==> src/rtl/mips_pkg.sv <==
// -----------------------------------------------------------------------------
// mips_pkg
// Shared types and constants for the sequential divider.
//   DIV_WIDTH   : operand / result width
//   DIV_CNT_W   : width of the iteration counter (must hold DIV_WIDTH)
//   div_state_e : divider FSM states
//   div_mag     : two's-complement magnitude of a value when use_sign=1
// -----------------------------------------------------------------------------
package mips_pkg;

    localparam int DIV_WIDTH = 32;
    localparam int DIV_CNT_W = 6;

    typedef enum logic [1:0] {
        DIV_IDLE = 2'd0,
        DIV_ITER = 2'd1,
        DIV_FIX  = 2'd2
    } div_state_e;

    // Negating 32'h80000000 yields 32'h80000000, which is the correct
    // unsigned magnitude, so no special case is needed.
    function automatic logic [DIV_WIDTH-1:0] div_mag(input logic [DIV_WIDTH-1:0] v,
                                                     input logic                 use_sign);
        return (use_sign && v[DIV_WIDTH-1]) ? (-v) : v;
    endfunction

endpackage

==> src/rtl/div_step.sv <==
// -----------------------------------------------------------------------------
// div_step
// One combinational restoring-division step on unsigned magnitudes.
// The partial remainder is shifted left by one, pulling in the next dividend
// bit from the top of quo_i; if the divisor fits it is subtracted and a 1 is
// shifted into the bottom of the quotient/dividend register, else a 0.
// Ports:
//   rem_i     : partial remainder in
//   quo_i     : remaining dividend bits (high) / quotient bits so far (low)
//   divisor_i : divisor magnitude
//   rem_o     : partial remainder out
//   quo_o     : updated dividend/quotient register
// -----------------------------------------------------------------------------
module div_step
    import mips_pkg::*;
(
    input  logic [DIV_WIDTH-1:0] rem_i,
    input  logic [DIV_WIDTH-1:0] quo_i,
    input  logic [DIV_WIDTH-1:0] divisor_i,
    output logic [DIV_WIDTH-1:0] rem_o,
    output logic [DIV_WIDTH-1:0] quo_o
);

    logic [DIV_WIDTH:0] shifted;
    logic               fits;

    assign shifted = {rem_i, quo_i[DIV_WIDTH-1]};
    assign fits    = (shifted >= {1'b0, divisor_i});
    // When fits=1 the true difference is below the divisor, so it always
    // fits in DIV_WIDTH bits even if shifted carried into its top bit.
    assign rem_o   = fits ? (shifted[DIV_WIDTH-1:0] - divisor_i) : shifted[DIV_WIDTH-1:0];
    assign quo_o   = {quo_i[DIV_WIDTH-2:0], fits};

endmodule

==> src/rtl/div_seq.sv <==
// -----------------------------------------------------------------------------
// div_seq
// Iterative 32-bit divider supporting DIV (signed) and DIVU (unsigned)
// semantics. Operands are converted to magnitudes, divided with restoring
// steps (BITS_PER_CYCLE per clock, legal values 1 and 2), then sign-fixed.
// Latency: done rises N+2 edges after the start-sampling edge (N=32/BPC).
// Divide by zero yields quotient=all ones, remainder=raw dividend, flag set.
//
// Optional build macro DIV_SEQ_EARLY_EXIT_EN: when defined, a zero divisor or
// a divisor magnitude larger than the dividend magnitude skips the iteration
// phase and done rises 2 edges after the start-sampling edge.
//
// Ports:
//   clock       : clock, rising edge
//   reset_n     : asynchronous active-low reset
//   start       : request a divide (accepted only in IDLE)
//   is_signed   : 1 = DIV, 0 = DIVU (sampled with start)
//   abort       : cancel operation in flight (beats start in IDLE)
//   dividend    : operand A (sampled with start)
//   divisor     : operand B (sampled with start)
//   busy        : high in every non-IDLE state
//   done        : one-cycle pulse when results are valid
//   quotient    : registered quotient
//   remainder   : registered remainder
//   div_by_zero : registered divide-by-zero flag, updated with done
// -----------------------------------------------------------------------------
module div_seq
    import mips_pkg::*;
#(
    parameter int BITS_PER_CYCLE = 1
) (
    input  logic                 clock,
    input  logic                 reset_n,
    input  logic                 start,
    input  logic                 is_signed,
    input  logic                 abort,
    input  logic [DIV_WIDTH-1:0] dividend,
    input  logic [DIV_WIDTH-1:0] divisor,
    output logic                 busy,
    output logic                 done,
    output logic [DIV_WIDTH-1:0] quotient,
    output logic [DIV_WIDTH-1:0] remainder,
    output logic                 div_by_zero
);

    localparam int                   N_ITER     = DIV_WIDTH / BITS_PER_CYCLE;
    localparam logic [DIV_CNT_W-1:0] N_ITER_CNT = DIV_CNT_W'(N_ITER);

    div_state_e           state_q, state_d;
    logic [DIV_CNT_W-1:0] count_q, count_d;
    logic [DIV_WIDTH-1:0] rem_q, rem_d;
    logic [DIV_WIDTH-1:0] quo_q, quo_d;
    logic [DIV_WIDTH-1:0] dvsr_q, dvsr_d;
    logic [DIV_WIDTH-1:0] dvnd_q, dvnd_d;       // raw dividend for the special results
    logic                 neg_a_q, neg_a_d;
    logic                 neg_b_q, neg_b_d;
    logic                 signed_q, signed_d;
    logic                 zero_q, zero_d;
    logic                 ready_q, ready_d;     // low on the first edge after reset release
    logic                 done_q, done_d;
    logic [DIV_WIDTH-1:0] quotient_q, quotient_d;
    logic [DIV_WIDTH-1:0] remainder_q, remainder_d;
    logic                 dbz_q, dbz_d;
`ifdef DIV_SEQ_EARLY_EXIT_EN
    logic                 early_q, early_d;
`endif

    logic [DIV_WIDTH-1:0] a_mag;
    logic [DIV_WIDTH-1:0] b_mag;

    assign a_mag = div_mag(dividend, is_signed);
    assign b_mag = div_mag(divisor, is_signed);

    // Restoring-step chain: BITS_PER_CYCLE steps evaluated per ITER cycle.
    logic [DIV_WIDTH-1:0] chain_rem [0:BITS_PER_CYCLE];
    logic [DIV_WIDTH-1:0] chain_quo [0:BITS_PER_CYCLE];

    assign chain_rem[0] = rem_q;
    assign chain_quo[0] = quo_q;

    generate
        for (genvar gi = 0; gi < BITS_PER_CYCLE; gi++) begin : g_step
            div_step u_step (
                .rem_i     (chain_rem[gi]),
                .quo_i     (chain_quo[gi]),
                .divisor_i (dvsr_q),
                .rem_o     (chain_rem[gi+1]),
                .quo_o     (chain_quo[gi+1])
            );
        end
    endgenerate

    always_comb begin
        state_d     = state_q;
        count_d     = count_q;
        rem_d       = rem_q;
        quo_d       = quo_q;
        dvsr_d      = dvsr_q;
        dvnd_d      = dvnd_q;
        neg_a_d     = neg_a_q;
        neg_b_d     = neg_b_q;
        signed_d    = signed_q;
        zero_d      = zero_q;
        ready_d     = 1'b1;
        done_d      = 1'b0;
        quotient_d  = quotient_q;
        remainder_d = remainder_q;
        dbz_d       = dbz_q;
`ifdef DIV_SEQ_EARLY_EXIT_EN
        early_d     = early_q;
`endif

        case (state_q)
            DIV_IDLE: begin
                if (!abort && start && ready_q) begin
                    state_d  = DIV_ITER;
                    count_d  = N_ITER_CNT;
                    rem_d    = '0;
                    quo_d    = a_mag;
                    dvsr_d   = b_mag;
                    dvnd_d   = dividend;
                    neg_a_d  = dividend[DIV_WIDTH-1];
                    neg_b_d  = divisor[DIV_WIDTH-1];
                    signed_d = is_signed;
                    zero_d   = (divisor == '0);
`ifdef DIV_SEQ_EARLY_EXIT_EN
                    early_d  = (divisor == '0) || (b_mag > a_mag);
                    if ((divisor == '0) || (b_mag > a_mag)) begin
                        state_d = DIV_FIX;
                        count_d = '0;
                    end
`endif
                end
            end

            DIV_ITER: begin
                if (abort) begin
                    state_d = DIV_IDLE;
                end else begin
                    rem_d   = chain_rem[BITS_PER_CYCLE];
                    quo_d   = chain_quo[BITS_PER_CYCLE];
                    count_d = count_q - DIV_CNT_W'(1);
                    if (count_q == DIV_CNT_W'(1)) begin
                        state_d = DIV_FIX;
                    end
                end
            end

            DIV_FIX: begin
                state_d = DIV_IDLE;
                if (!abort) begin
                    done_d = 1'b1;
                    dbz_d  = zero_q;
                    if (zero_q) begin
                        quotient_d  = '1;
                        remainder_d = dvnd_q;
                    end
`ifdef DIV_SEQ_EARLY_EXIT_EN
                    else if (early_q) begin
                        quotient_d  = '0;
                        remainder_d = dvnd_q;
                    end
`endif
                    else begin
                        quotient_d  = (signed_q && (neg_a_q ^ neg_b_q)) ? (-quo_q) : quo_q;
                        remainder_d = (signed_q && neg_a_q) ? (-rem_q) : rem_q;
                    end
                end
            end

            default: begin
                state_d = DIV_IDLE;
            end
        endcase
    end

    always_ff @(posedge clock or negedge reset_n) begin
        if (!reset_n) begin
            state_q     <= DIV_IDLE;
            count_q     <= '0;
            rem_q       <= '0;
            quo_q       <= '0;
            dvsr_q      <= '0;
            dvnd_q      <= '0;
            neg_a_q     <= 1'b0;
            neg_b_q     <= 1'b0;
            signed_q    <= 1'b0;
            zero_q      <= 1'b0;
            ready_q     <= 1'b0;
            done_q      <= 1'b0;
            quotient_q  <= '0;
            remainder_q <= '0;
            dbz_q       <= 1'b0;
`ifdef DIV_SEQ_EARLY_EXIT_EN
            early_q     <= 1'b0;
`endif
        end else begin
            state_q     <= state_d;
            count_q     <= count_d;
            rem_q       <= rem_d;
            quo_q       <= quo_d;
            dvsr_q      <= dvsr_d;
            dvnd_q      <= dvnd_d;
            neg_a_q     <= neg_a_d;
            neg_b_q     <= neg_b_d;
            signed_q    <= signed_d;
            zero_q      <= zero_d;
            ready_q     <= ready_d;
            done_q      <= done_d;
            quotient_q  <= quotient_d;
            remainder_q <= remainder_d;
            dbz_q       <= dbz_d;
`ifdef DIV_SEQ_EARLY_EXIT_EN
            early_q     <= early_d;
`endif
        end
    end

    assign busy        = (state_q != DIV_IDLE);
    assign done        = done_q;
    assign quotient    = quotient_q;
    assign remainder   = remainder_q;
    assign div_by_zero = dbz_q;

endmodule
==> config.mk <==
export PLATFORM = sky130hd
export DESIGN_NAME = div_seq
export DESIGN_NICKNAME = d
export VERILOG_FILES = /design/src/rtl/mips_pkg.sv /design/src/rtl/div_step.sv /design/src/rtl/div_seq.sv
export SDC_FILE = /design/constraint.sdc
export NUM_CORES = 1
export LEC_CHECK = 0
export ABC_AREA = 1
export CAP_MARGIN = 20
export CORE_UTILIZATION = 35
export CTS_CLUSTER_DIAMETER = 50
export DETAILED_ROUTE_END_ITERATION = 6
export GPL_TIMING_DRIVEN = 0
export SLEW_MARGIN = 10
export SYNTH_ARGS = -nofsm -noshare
export SYNTH_HDL_FRONTEND = slang
export SYNTH_SLANG_ARGS = --single-unit
export TNS_END_PERCENT = 1
==> constraint.sdc <==
create_clock -name clock -period 3.7 [get_ports clock]
set_clock_uncertainty 0.1 [all_clocks]
set_input_delay 0.74 -clock clock [delete_from_list [all_inputs] [get_ports clock]]
set_output_delay 0.74 -clock clock [all_outputs]
set_load 0.02 [all_outputs]
==> impl_metrics.toml <==
[status]
status = "completed"

[clock_network]
cts_buffer_depth = 3
post_cts_buffers = 0
hold_buffers = 1
ctsResizeCount = 0
cts_root_buf = "clkbuf_16"
clk_pin_slew_worst_paths_ns = 0.05
cts_tree = "done"
ctsHtreeMaxLevel = 2
clock_latency_ns = 0.54
cts_inserted_buffers = 34
cts.sinks = 206

[sta]
final_hold_viol_count = 0
fmax_mhz = 338
rsz0062_at_grt = "false"
min_period_ns = 2.96
setup_viol = 0
relSlewSlack_pct = 40.1
maxSlewViolCount = 0
worstMarginPinSlew_ns = 0.899
timing.final.crit_share_pct = 79.9

[worst_setup_path]
crit_arrival_ns = 3.26
reg2reg_to = "rem_q[16]$_DFFE_PN0P_"
worstRegToRegCells = 13
worstPathMaxFanout = 10
crit_required_ns = 4.00
path_class = "input port to register"
cp-start-kind = "input port"
endpoint_kind = "register"
reg2reg_from = "quo_q[31]$_DFFE_PN0P_"
r2r_slack_ns = 0.88

[cells_and_area]
num-nets-final = 2545
syn_to_final_growth_pct = 22.0
antenna_cells = 0
layout-drive-gt1-share_pct = 5.44
fillers = 4421
fin_util_pct = 43.3
register_area_sq_um = 5150
multi_input_area_sq_um = 8070
final_cells = 3001

[synth]
synth_top_area_share_pct = 34.7
yosysMostFrequentCell = "nand2_1"
netlist_area_sq_um = 14800
yosysSeqAreaShare_pct = 34.7
synth_cells = 2263
synth_common_cells = "nand2_1 (685), inv_1 (330), nand3_1 (243)"
synth_top_area_cell = "dfrtp_1"
ys_top_cells_by_area = "dfrtp_1 (35%), nand2_1 (17%), inv_1 (8.3%)"
synth-edff-count = 0
synth_warnings = 0
ys_types = 49
yosys_most_used_dff = "dfrtp_1"
ys_ff_latch = 206
synthesis.nets = 2371
syn_area_per_cell_sq_um = 6.56
asyncSetResetFlopFracSynth_pct = 100

[drt]
num_vias = 15819
wl_per_cell_um = 19.1
drc_errors = 0
drt-pass1-iter-count = 5
final_antenna_net_count = 0
drtIter0Drc = 1443
viasPerCell = 5.27
routed_wl_um = 57400

[global_routing]
grtUsageTotal_pct = 26.6
grt_max_degree = 96
grt_pass1_wl_um = 88300
grt_pass1_vias = 15081
grt_overflow_total = 0
antenna_found_initial = 0

[hold_path]
worstHoldEndpoint = "dvnd_q[5]$_DFFE_PN0P_"
worstHoldPathCells = 2
min_from = "dvnd_q[5]$_DFFE_PN0P_"
hold_class = "register to register"

[floorplan]
die_w_um = 208
die_h_um = 208
rows = 75
ios = 136
initial_utilization_pct = 35.5
dieArea_sq_um = 43200
core_region_area_sq_um = 41900

[flow_run]
max_cap_violations = 0

[place]
io_buffer_count = 135
routabilityCongestion = 0.954
post-dp-hpwl_um = 45800
placedCellCount = 2939

[pwr]
power_density_nw_per_um2 = 509
leakagePower_nw = 9.23
ir_worst_vdd_mv = 0.269
-- where the power goes --
part / internal [mW] / switching (mW) / total [mW]
clock: 2.15 / 1.20 / 3.35
combinational: 0.954 / 1.99 / 2.94
sequential: 2.61 / 0.319 / 2.93
total: 5.71 / 3.50 / 9.21
-- critical path, cell delays in order --
cell             delay [ns]
clkdlybuf4s50_1        0.49
nor3_2                 0.44
inv_2                  0.17
nor2_4                 0.44
inv_2                  0.08
clkbuf_1               0.40
o32ai_1                0.39
inv_1                  0.08
-- sequential cells by signal (all words and copies together) (netlist names) --
name,flops
zero_q,1
div_by_zero,1
ready_q,1
dvsr_q,32
rem_q,32
dvnd_q,32
quotient,32
remainder,32
done,1
count_q,6
neg_b_q,1
signed_q,1
state_q,2
quo_q,32
-- metal layers --
| metal | routed length (um) | up-vias | share of wire [%] | global-route usage (%) |
|---|---|---|---|---|
| met5 | 0 | - | 0 | 0 |
| met4 | 992 | 0 | 1.7 | 6.08 |
| met3 | 4310 | 59 | 7.5 | 4.24 |
| met2 | 24100 | 587 | 42 | 39.1 |
| met1 | 28000 | 7559 | 49 | 40.3 |
| li1 | - | 7614 | - | - |
-- cells in the final DEF (no fill, tap or decap), types with 4 or more instances in the layout --
| cell | n |
|---|---|
| nand2_1 | 685 |
| inv_1 | 330 |
| nand3_1 | 243 |
| dfrtp_1 | 206 |
| nor2_1 | 185 |
| o21ai_0 | 135 |
| clkdlybuf4s50_1 | 134 |
| a21oi_1 | 76 |
| clkbuf_1 | 54 |
| xor2_1 | 43 |
| ha_1 | 38 |
| o211ai_1 | 36 |
| clkbuf_16 | 35 |
| nor3_1 | 34 |
| nand4_1 | 31 |
| buf_2 | 21 |
| xnor2_1 | 17 |
| o22ai_1 | 15 |
| nand3b_1 | 10 |
| or2_2 | 9 |
| and2_1 | 9 |
| o22a_1 | 8 |
| nor2_2 | 8 |
| nand2_2 | 8 |
| clkinv_2 | 8 |
| inv_2 | 7 |
| o21bai_1 | 6 |
| o21ai_1 | 5 |
| bufinv_16 | 5 |
| nand3_2 | 4 |
| o21a_1 | 4 |
| o311ai_1 | 4 |
| inv_6 | 4 |
-- cell type report --
| cell class | instances | share of cell area, % |
|---|---|---|
| Inverter | 339 | 7.03 |
| Tap cell | 539 | 3.72 |
| Buffer | 76 | 1.89 |
| Clock buffer | 43 | 5.17 |
| Clock inverter | 18 | 1.29 |
| Timing Repair Buffer | 138 | 7.85 |
| Multi-Input combinational cell | 1642 | 44.6 |
| Sequential cell | 206 | 28.5 |
-- how the worst max path moves through the flow --
stage                startpoint                       end  slack, ns  depth (start not counted)
floorplan           dividend[0]     quo_q[18]$_DFFE_PN0P_       1.50                         10
global placement        reset_n    dvsr_q[19]$_DFFE_PN0P_      -7.19                          1
detailed placement        abort  remainder[7]$_DFFE_PN0P_       0.32                          6
CTS                       abort  remainder[7]$_DFFE_PN0P_       0.85                          6
global route              abort   quotient[6]$_DFFE_PN0P_       0.64                          8
finish                    abort   quotient[6]$_DFFE_PN0P_       0.74                          8
-- cells by family after synthesis --
family,count (synthesis),synth area share (%)
flops,206,34.7
xor+xnor,60,3.54
simple gates,1239,35.8
buf+inv,415,10.9
compound gates,303,11.7
other cells,1,0.0253
fa+ha+maj,39,3.34
-- stage by stage --
| stage | setup TNS, ns | total power, mW | hold slack, ns | setup slack, ns | area, sq um |
|---|---|---|---|---|---|
| 3_3_place_gp | -1473.21 | 5.81 | 0.366 | -7.19 | 16900 |
| 2_1_floorplan | 0 | 4.77 | 0.344 | 1.50 | 14800 |
| 5_1_grt | 0 | 9.73 | 0.401 | 0.640 | 18100 |
| 4_1_cts | 0 | 9.23 | 0.380 | 0.851 | 18100 |
| 6_report | 0 | 9.21 | 0.376 | 0.743 | 18100 |
| 3_5_place_dp | 0 | 5.84 | 0.367 | 0.315 | 16900 |
(Power assumes the default switching activity.)
